## src/rtl/cpu_pkg.sv

```systemverilog
`default_nettype none
// ============================================================================
//  Module      : cpu_pkg
//  Description : Shared CPU definitions: fetch FSM state encoding, the bubble
//                instruction, the default reset PC and the PC increment.
//  Ports       : none (package)
//  Revision    : 1.0  initial release
// ============================================================================
package cpu_pkg;

   // Fetch FSM states
   typedef enum logic [1:0] {
      S_IDLE    = 2'd0,   // one cycle after reset, no request
      S_FETCH   = 2'd1,   // request outstanding, response wanted
      S_HOLD    = 2'd2,   // response buffered while decode is stalled
      S_DISCARD = 2'd3    // stale request outstanding after a redirect
   } fetchState_t;

   localparam logic [31:0] c_NopInstr = 32'h0000_0000;  // sll $0,$0,0
   localparam logic [31:0] c_ResetPc  = 32'h0000_0000;
   localparam logic [31:0] c_PcIncr   = 32'd4;

endpackage
`default_nettype wire

```

## src/rtl/if_id_reg.sv

```systemverilog
`default_nettype none
// ============================================================================
//  Module      : if_id_reg
//  Description : Pipeline register carrying {PC+4, instruction, valid}.
//                Priority: rst > i_flush > i_load > hold (default).
//  Ports       : clk, rst          clock, synchronous active-high reset
//                i_load            capture i_pc/i_instr as a valid entry
//                i_flush           replace contents with a bubble
//                i_pc, i_instr     incoming entry
//                o_pc, o_instr,
//                o_valid           registered entry (valid=0 marks a bubble)
//  Revision    : 1.0  initial release
// ============================================================================
module if_id_reg
   import cpu_pkg::*;
#(
   parameter logic [31:0] NOP_INSTR = c_NopInstr
) (
   input  logic        clk,
   input  logic        rst,
   input  logic        i_load,
   input  logic        i_flush,
   input  logic [31:0] i_pc,
   input  logic [31:0] i_instr,
   output logic [31:0] o_pc,
   output logic [31:0] o_instr,
   output logic        o_valid
);

   logic [31:0] r_pc;
   logic [31:0] r_instr;
   logic        r_valid;

   always_ff @(posedge clk) begin
      if (rst || i_flush) begin
         r_pc    <= 32'h0;
         r_instr <= NOP_INSTR;
         r_valid <= 1'b0;
      end else if (i_load) begin
         r_pc    <= i_pc;
         r_instr <= i_instr;
         r_valid <= 1'b1;
      end
   end

   assign o_pc    = r_pc;
   assign o_instr = r_instr;
   assign o_valid = r_valid;

endmodule
`default_nettype wire

```

## src/rtl/fetch_stage.sv

```systemverilog
`default_nettype none
// ============================================================================
//  Module      : fetch_stage
//  Description : Instruction-fetch stage. Owns the PC, the instruction-memory
//                request/ready handshake and the IF/ID pipeline register;
//                honours hazard stalls and MEM-stage branch redirects.
//  Ports       : clk, rst            clock, synchronous active-high reset
//                stall               hold PC and IF/ID
//                pc_src,
//                branch_target       redirect + flush, target address
//                imem_req, imem_addr request to instruction memory
//                imem_ready,
//                imem_rdata          memory response
//                if_id_pc,
//                if_id_instruction,
//                if_id_valid         IF/ID register towards decode
//  Revision    : 1.0  initial release
// ============================================================================
module fetch_stage
   import cpu_pkg::*;
#(
   parameter logic [31:0] RESET_PC  = c_ResetPc,
   parameter logic [31:0] NOP_INSTR = c_NopInstr
) (
   input  logic        clk,
   input  logic        rst,
   input  logic        stall,
   input  logic        pc_src,
   input  logic [31:0] branch_target,
   output logic        imem_req,
   output logic [31:0] imem_addr,
   input  logic        imem_ready,
   input  logic [31:0] imem_rdata,
   output logic [31:0] if_id_pc,
   output logic [31:0] if_id_instruction,
   output logic        if_id_valid
);

   fetchState_t r_state;
   fetchState_t w_stateNext;
   logic [31:0] r_pc;
   logic [31:0] w_pcNext;
   logic [31:0] r_reqAddr;
   logic [31:0] w_reqAddrNext;
   logic [31:0] r_holdInstr;
   logic [31:0] r_holdPc;
   logic        w_holdLoad;
   logic        w_ifIdLoad;
   logic        w_ifIdFlush;
   logic [31:0] w_ifIdPcIn;
   logic [31:0] w_ifIdInstrIn;
   logic [31:0] w_reqAddrInc;

   assign w_reqAddrInc = r_reqAddr + c_PcIncr;   // wraps modulo 2^32
   assign imem_addr    = r_reqAddr;
   assign imem_req     = (r_state == S_FETCH) || (r_state == S_DISCARD);

   always_comb begin
      w_stateNext   = r_state;
      w_pcNext      = r_pc;
      w_reqAddrNext = r_reqAddr;
      w_holdLoad    = 1'b0;
      w_ifIdLoad    = 1'b0;
      w_ifIdFlush   = 1'b0;
      w_ifIdPcIn    = w_reqAddrInc;
      w_ifIdInstrIn = imem_rdata;

      case (r_state)
         S_IDLE: begin
            // A redirect here is folded straight into the first request.
            if (pc_src) begin
               w_pcNext      = branch_target;
               w_reqAddrNext = branch_target;
            end else begin
               w_reqAddrNext = r_pc;
            end
            w_stateNext = S_FETCH;
         end

         S_FETCH: begin
            if (pc_src) begin
               w_ifIdFlush = 1'b1;
               w_pcNext    = branch_target;
               if (imem_ready) begin
                  w_reqAddrNext = branch_target;
               end else begin
                  // Request cannot be withdrawn; drain it first.
                  w_stateNext = S_DISCARD;
               end
            end else if (imem_ready) begin
               w_pcNext = w_reqAddrInc;
               if (stall) begin
                  w_holdLoad  = 1'b1;
                  w_stateNext = S_HOLD;
               end else begin
                  w_ifIdLoad    = 1'b1;
                  w_reqAddrNext = w_reqAddrInc;
               end
            end else if (!stall) begin
               // Decode consumed the entry and nothing new arrived.
               w_ifIdFlush = 1'b1;
            end
         end

         S_HOLD: begin
            // hold_buf is only read in this state, so leaving it on a
            // redirect is all the invalidation it needs.
            if (pc_src) begin
               w_ifIdFlush   = 1'b1;
               w_pcNext      = branch_target;
               w_reqAddrNext = branch_target;
               w_stateNext   = S_FETCH;
            end else if (!stall) begin
               w_ifIdLoad    = 1'b1;
               w_ifIdPcIn    = r_holdPc;
               w_ifIdInstrIn = r_holdInstr;
               w_reqAddrNext = r_pc;
               w_stateNext   = S_FETCH;
            end
         end

         S_DISCARD: begin
            if (pc_src) begin
               w_ifIdFlush = 1'b1;
               w_pcNext    = branch_target;
            end
            // Stale response dropped; restart from the newest target.
            if (imem_ready) begin
               w_reqAddrNext = pc_src ? branch_target : r_pc;
               w_stateNext   = S_FETCH;
            end
         end

         default: begin
            w_stateNext = S_IDLE;
         end
      endcase
   end

   always_ff @(posedge clk) begin
      if (rst) begin
         r_state     <= S_IDLE;
         r_pc        <= RESET_PC;
         r_reqAddr   <= RESET_PC;
         r_holdInstr <= 32'h0;
         r_holdPc    <= 32'h0;
      end else begin
         r_state   <= w_stateNext;
         r_pc      <= w_pcNext;
         r_reqAddr <= w_reqAddrNext;
         if (w_holdLoad) begin
            r_holdInstr <= imem_rdata;
            r_holdPc    <= w_reqAddrInc;
         end
      end
   end

   if_id_reg #(
      .NOP_INSTR (NOP_INSTR)
   ) u_ifIdReg (
      .clk     (clk),
      .rst     (rst),
      .i_load  (w_ifIdLoad),
      .i_flush (w_ifIdFlush),
      .i_pc    (w_ifIdPcIn),
      .i_instr (w_ifIdInstrIn),
      .o_pc    (if_id_pc),
      .o_instr (if_id_instruction),
      .o_valid (if_id_valid)
   );

endmodule
`default_nettype wire

```

## config.mk

```make
export PLATFORM = sky130hd
export DESIGN_NAME = fetch_stage
export DESIGN_NICKNAME = d
export VERILOG_FILES = /design/src/rtl/cpu_pkg.sv /design/src/rtl/if_id_reg.sv /design/src/rtl/fetch_stage.sv
export SDC_FILE = /design/constraint.sdc
export NUM_CORES = 1
export LEC_CHECK = 0
export ABC_AREA = 0
export BUFFER_PORTS_ARGS = -buffer_cell sky130_fd_sc_hd__buf_2
export CAP_MARGIN = 10
export CORE_MARGIN = 2
export CORE_UTILIZATION = 40
export CTS_CLUSTER_SIZE = 28
export DETAILED_ROUTE_END_ITERATION = 8
export SLEW_MARGIN = 15
export SYNTH_ARGS = -nofsm -noshare
export SYNTH_HDL_FRONTEND = slang
export SYNTH_SLANG_ARGS = --single-unit
```

## constraint.sdc

```tcl
create_clock -name clk -period 4.8 [get_ports clk]
set_input_delay 0.24 -clock clk [delete_from_list [all_inputs] [get_ports clk]]
set_output_delay 0.24 -clock clk [all_outputs]
set_load 0.01 [all_outputs]
```

* Word-level counts from Yosys, hierarchy flattened
Index checks and enable logic that the tools add are counted.
Word-level totals: register bits after elaboration 195, output and inout port bits 98
Cells by class: muxes and demuxes 39, reduce and logical (&&, ||, !) cells 7, equal/unequal tests 10, add/sub/neg operators 1
Operators by type and width (count):
- 32-bit two-way mux | 16
- 32-bit one-hot mux with 4 select lines | 1
- 32-bit one-hot mux with 2 select lines | 1
- 32-bit by 3-bit adder with 32-bit output (second input constant) | 1
- 3-bit != test (second input constant) | 5
- 2-bit two-way mux | 7
- 1-bit two-way mux | 11
- 2-bit one-hot mux with 4 select lines | 1
- 5-bit AND reduction | 1
- 2-bit equality test (second input constant) | 2
- 2-bit != test (second input constant) | 2
- 1-bit one-hot mux with 2 select lines | 2
- 4-bit AND reduction | 1
- 3-bit OR reduction | 1
- 2-bit by 1-bit equality test with 1-bit output (second input constant) | 1
- 2-bit logical NOT | 1
- 1-bit logical OR | 2
- 2-bit OR reduction | 1

* Depth between registers and ports, before layout
word-level depth 5, depth in mapped cells 10, depth with buffers taken out 7

* By module
From an unflattened synthesis, not the netlist that was laid out.
Second synthesis, totals: cell total of the unflattened synthesis 1092, area total of the unflattened synthesis 9238.9 µm²
By module, submodules not included:
- fetch_stage | cells each 882, times used 1, area each 6899.1 µm²
- if_id_reg | cells each 210, times used 1, area each 2339.7 µm²

* Least setup slack after synthesis
OpenSTA, ideal clock, no wires.
path type register -> register, from register r_reqAddr[2], in the netlist imem_addr[2], to register r_reqAddr[28], in the netlist imem_addr[28], setup time 92 ps, arrival 2085 ps, cell stages (with the launch flop) 8, data required time 4708 ps, setup slack 2622 ps, path through dfxtp_1 > ha_1 > and3_1 > buf_2 > nand4_4 > or4_4 > o32a_1 > o32ai_1
Between the ends: word-level cells in the longest chain between the ends 5
RTL lines:
- from (decl) | RTL line fetch_stage.sv:43 | logic [31:0] r_reqAddr;
- from (signal assigned) | RTL line fetch_stage.sv:150 | r_reqAddr <= w_reqAddrNext;
- 32-bit by 3-bit adder with 32-bit output | RTL line fetch_stage.sv:54 | assign w_reqAddrInc = r_reqAddr + c_PcIncr;
- 32-bit two-way mux | RTL line fetch_stage.sv:92 | if (stall) begin
- 32-bit two-way mux | RTL line fetch_stage.sv:90 | end else if (imem_ready) begin
- 32-bit two-way mux | RTL line fetch_stage.sv:81 | if (pc_src) begin
- 32-bit one-hot mux with 4 select lines | RTL line fetch_stage.sv:68 | case (r_state)
No other way between the ends. The select of a mux whose other input is x is not followed. A chain may end at the register's enable or synchronous reset.

* Worst setup path after layout
from register r_state[1], to register r_pc[2]
Between the ends: word-level cells in the longest chain between the ends 3, elaborated cells on any way between the ends 7
RTL lines:
- from (decl) | RTL line fetch_stage.sv:39 | fetchState_t r_state;
- from (signal assigned) | RTL line fetch_stage.sv:148 | r_state <= w_stateNext;
- 2-bit equality test or 2-bit logical NOT (tied branches) | RTL line fetch_stage.sv:68
- 3-bit OR reduction (no line)
- 32-bit one-hot mux with 2 select lines | RTL line fetch_stage.sv:68
- to (signal assigned) | RTL line fetch_stage.sv:149 | r_pc <= w_pcNext;
- to (decl) | RTL line fetch_stage.sv:41 | logic [31:0] r_pc;
Several ways; a longest one is shown, not always the timed one.

==> summary.txt <==
Outcome
  – Status: complete, no violations

Pwr
  – Pwr Density: 366.1 nW/um^2
  – Clock power frac: 0.373
  – Lkg Pwr: 3.942 nW
  – Register share of total power: 0.472
  – Internal Power: 2.656 mW
  – Total net switching power: 1.165 mW
  – Sw Share: 0.3048
  – Peak VDD IR: 0.0002457 V
  – Comb pwr share: 0.155

Clock network
  – Hold_buf cts: 0
  – CTS tree: done
  – Clock sink count: 195
  – Root Buffer: clkbuf_16
  – H-tree levels: 4
  – Post-cts sizing count: 0
  – Skew-Pair Late Insertion Delay: 0.43 ns
  – Post-CTS Setup Repair Bufs: 0
  – CTS Buf Count: 17
  – Clk pin slew, worst setup/hold paths: 0.08 ns
  – Clk buf depth: 2

Die
  – Die Ht: 153.3 microns
  – Ports: 167
  – Std-Cell Rows: 54
  – Die Wd: 153.3 microns
  – Die Area: 23490 sq um
  – Core ar.: 21820 sq um
  – Starting Density: 0.4084

Min path
  – Worst min-delay path class: primary input to register
  – Hold Path Origin: imem_rdata[16]
  – Hold Path End: r_holdInstr[16]
  – Hold path depth: 3

Synth
  – Prevailing post-synth register cell: dfxtp_1
  – Avg Inst Size Synth: 8.000 sq um
  – Syn Inst Count: 1114
  – #FFs+latches synth: 195
  – Sequential area share after synthesis: 0.4380
  – Top cell type's share of synthesized area: 0.4380
  – Synth area leaders: dfxtp_1, a21oi_1, nand2_1
  – Async S/R FF share, synth: 0
  – EDFF count, synth: 0
  – Syn. warnings: 0
  – Most frequent cell after synthesis: dfxtp_1
  – Post-synth top cells: dfxtp_1, nand2_1, a21oi_1
  – Synth cell types: 59
  – Synth Net Count: 1188
  – Largest area contributor in the netlist: dfxtp_1
  – Mapped Area: 8912 sq um

Route
  – Via Count: 8736
  – Via-to-Cell Ratio: 5.805
  – Drt first pass iters: 5
  – Post-route DRC: 0
  – Final antenna-violating net count: 0
  – Routed wire per std cell: 18.80 microns
  – Routed WL: 28290 microns
  – Iteration-0 DRC Markers: 685

Timing
  – Period utilization: 0.6070
  – Headroom to the max-slew limit: 0.2511
  – Final hold violations: 0
  – Fin Hold WS: 0.05288 ns
  – Final setup fails: 0
  – RSZ-0062 raised after global routing: no
  – Max Clock Freq: 343.2 MHz
  – Worst-Margin Slew: 1.123 ns
  – Slew Viols, Final: 0
  – Fin Clk Skew: 0.01276 ns
  – Post-route setup TNS: 0 ns
  – Min cycle time layout: 2.914 ns

Setup path
  – Critical path endpoint category: register
  – R2R depth: 7
  – Reg2reg start: r_state[1]
  – Worst EP arrival: 3.25 ns
  – Cell mode on critical path: buf_4
  – Crit-path cells: inv_1 > ha_1 > nor2b_1 > buf_4 > nand2_1 > buf_4 > a211oi_1
  – Critical-path maximum fanout: 22
  – R2R Setup Slk: 1.89 ns
  – Startpoint type of the worst setup path: register
  – Max stage delay on crit path: 0.62 ns
  – Crit-path slowest cell: nand2_1
  – CP Class: register to register
  – Req. time, crit path: 5.14 ns
  – FF-to-FF End: r_pc[2]

Global route
  – Vias in the first global route: 7909
  – Congestion Overflow GR: 0
  – GRT Total Usage: 0.2344
  – Global-route wire length before repair: 44570 microns
  – Largest net degree at the start of global routing: 95
  – Initial antenna violation count: 0

Final layout
  – Synthesis-to-layout area growth: 17.09%
  – Reg area: 3904 sq um
  – Diodes inserted: 0
  – Filler cell count in the final layout: 2219
  – Fin nets: 1286
  – Multi-input gate area: 4543 sq um
  – Layout cells sized above 1: 0.1878

Flow run
  – Max-cap violations: 0

Placed design
  – GP Congestion: 0.9056
  – Dpl hpwl: 18310 microns
  – Port bufs: 166
-- cell families after synthesis --
kind of cell,after synthesis,share of synthesized area
adder cells (fa/ha/maj),5,0.007020
buffers and inverters,126,0.05644
AO/OA/AOI/OAI,370,0.2693
XOR/XNOR,18,0.01769
flip-flops,195,0.4380
multiplexers,7,0.007862
AND/OR/NAND/NOR,393,0.2037
-- cell usage in the layout (no fill, tap or decap), types with 9 or more instances in the layout --
| cell type | netlist | routed |
|---|---|---|
| nand3_1 | 17 | 17 |
| clkbuf_16 | 0 | 17 |
| buf_2 | 10 | 165 |
| xnor2_1 | 14 | 14 |
| a21oi_1 | 146 | 145 |
| a211oi_1 | 39 | 39 |
| buf_4 | 2 | 16 |
| o31ai_1 | 11 | 10 |
| o221ai_1 | 42 | 42 |
| nor4_1 | 10 | 10 |
| inv_1 | 23 | 22 |
| nor2_1 | 97 | 96 |
| dfxtp_1 | 195 | 195 |
| nor3_1 | 25 | 24 |
| a31oi_1 | 12 | 12 |
| nand2_1 | 177 | 177 |
| o21ai_0 | 46 | 46 |
| and3_1 | 13 | 13 |
| nor3b_1 | 9 | 9 |
-- worst max-delay path by stage --
| stage | slack (ns) | depth (start not counted) | endpoint | startpoint |
|---|---|---|---|---|
| after floorplan | 2.62 | 7 | imem_addr[28] | imem_addr[2] |
| after global placement | 2.08 | 8 | u_ifIdReg.o_pc[26] | r_state[1] |
| after detailed placement | 1.97 | 7 | u_ifIdReg.o_pc[31] | r_state[1] |
| after CTS | 1.98 | 8 | u_ifIdReg.o_pc[26] | r_state[1] |
| after global routing | 1.69 | 8 | u_ifIdReg.o_pc[26] | r_state[1] |
| final | 1.89 | 7 | r_pc[2] | r_state[1] |
-- sequential cells by signal, indices dropped and copies added (netlist names) --
name / count
r_holdPc: 32
u_ifIdReg.o_instr: 32
imem_addr: 32
u_ifIdReg.o_valid: 1
u_ifIdReg.o_pc: 32
r_state: 2
r_pc: 32
r_holdInstr: 32
-- metrics by stage --
stage	setup WS, ns	instances	instance area [sq um]	utilization	power (mW)
global route	1.688	1505	10440	0.4782	3.989
floorplan	2.622	1114	8912	-	2.199
global placement	2.075	1473	9849	0.4513	2.421
finish	1.886	1505	10440	0.4782	3.820
detailed placement	1.974	1473	9849	0.4513	2.426
CTS	1.978	1505	10440	0.4782	3.844
-- power by group through the flow --
| stage | registers, mW | clock network [mW] | logic (mW) |
|---|---|---|---|
| global route | 1.82 | 1.52 | 0.655 |
| floorplan | 1.82 | 0 | 0.380 |
| finish | 1.80 | 1.43 | 0.592 |
| detailed placement | 1.84 | 0 | 0.589 |
| CTS | 1.80 | 1.45 | 0.592 |
| global placement | 1.84 | 0 | 0.584 |
-- worst max-delay path, delay by kind of cell, from the launching register on --
family,cells,cell delay (ns)
and+or+nand+nor,2,0.82
buffers and inverters,3,0.84
adders and majority gates,1,0.56
AOI/OAI and AO/OA,1,0.25
DFF,1,0.34
-- routing by layer --
| metal | vias to the layer above | routed length [microns] | GRT usage |
|---|---|---|---|
| li1 | 4239 | - | - |
| met1 | 4173 | 12820 | 0.3290 |
| met2 | 280 | 13110 | 0.3631 |
| met3 | 44 | 1567 | 0.03686 |
| met4 | 0 | 789 | 0.08818 |
| met5 | - | 0 | 0 |
-- cell type report --
class                      count  share of cell area
clock buffer                  19             0.04245
inverter                      23            0.008273
sequential                   195              0.3741
timing repair buffer         182             0.09257
multi-input combinational    793              0.4354
clock inverter                13             0.01367
tap                          280             0.03357
Note: power is estimated with default switching activity, not from simulation.
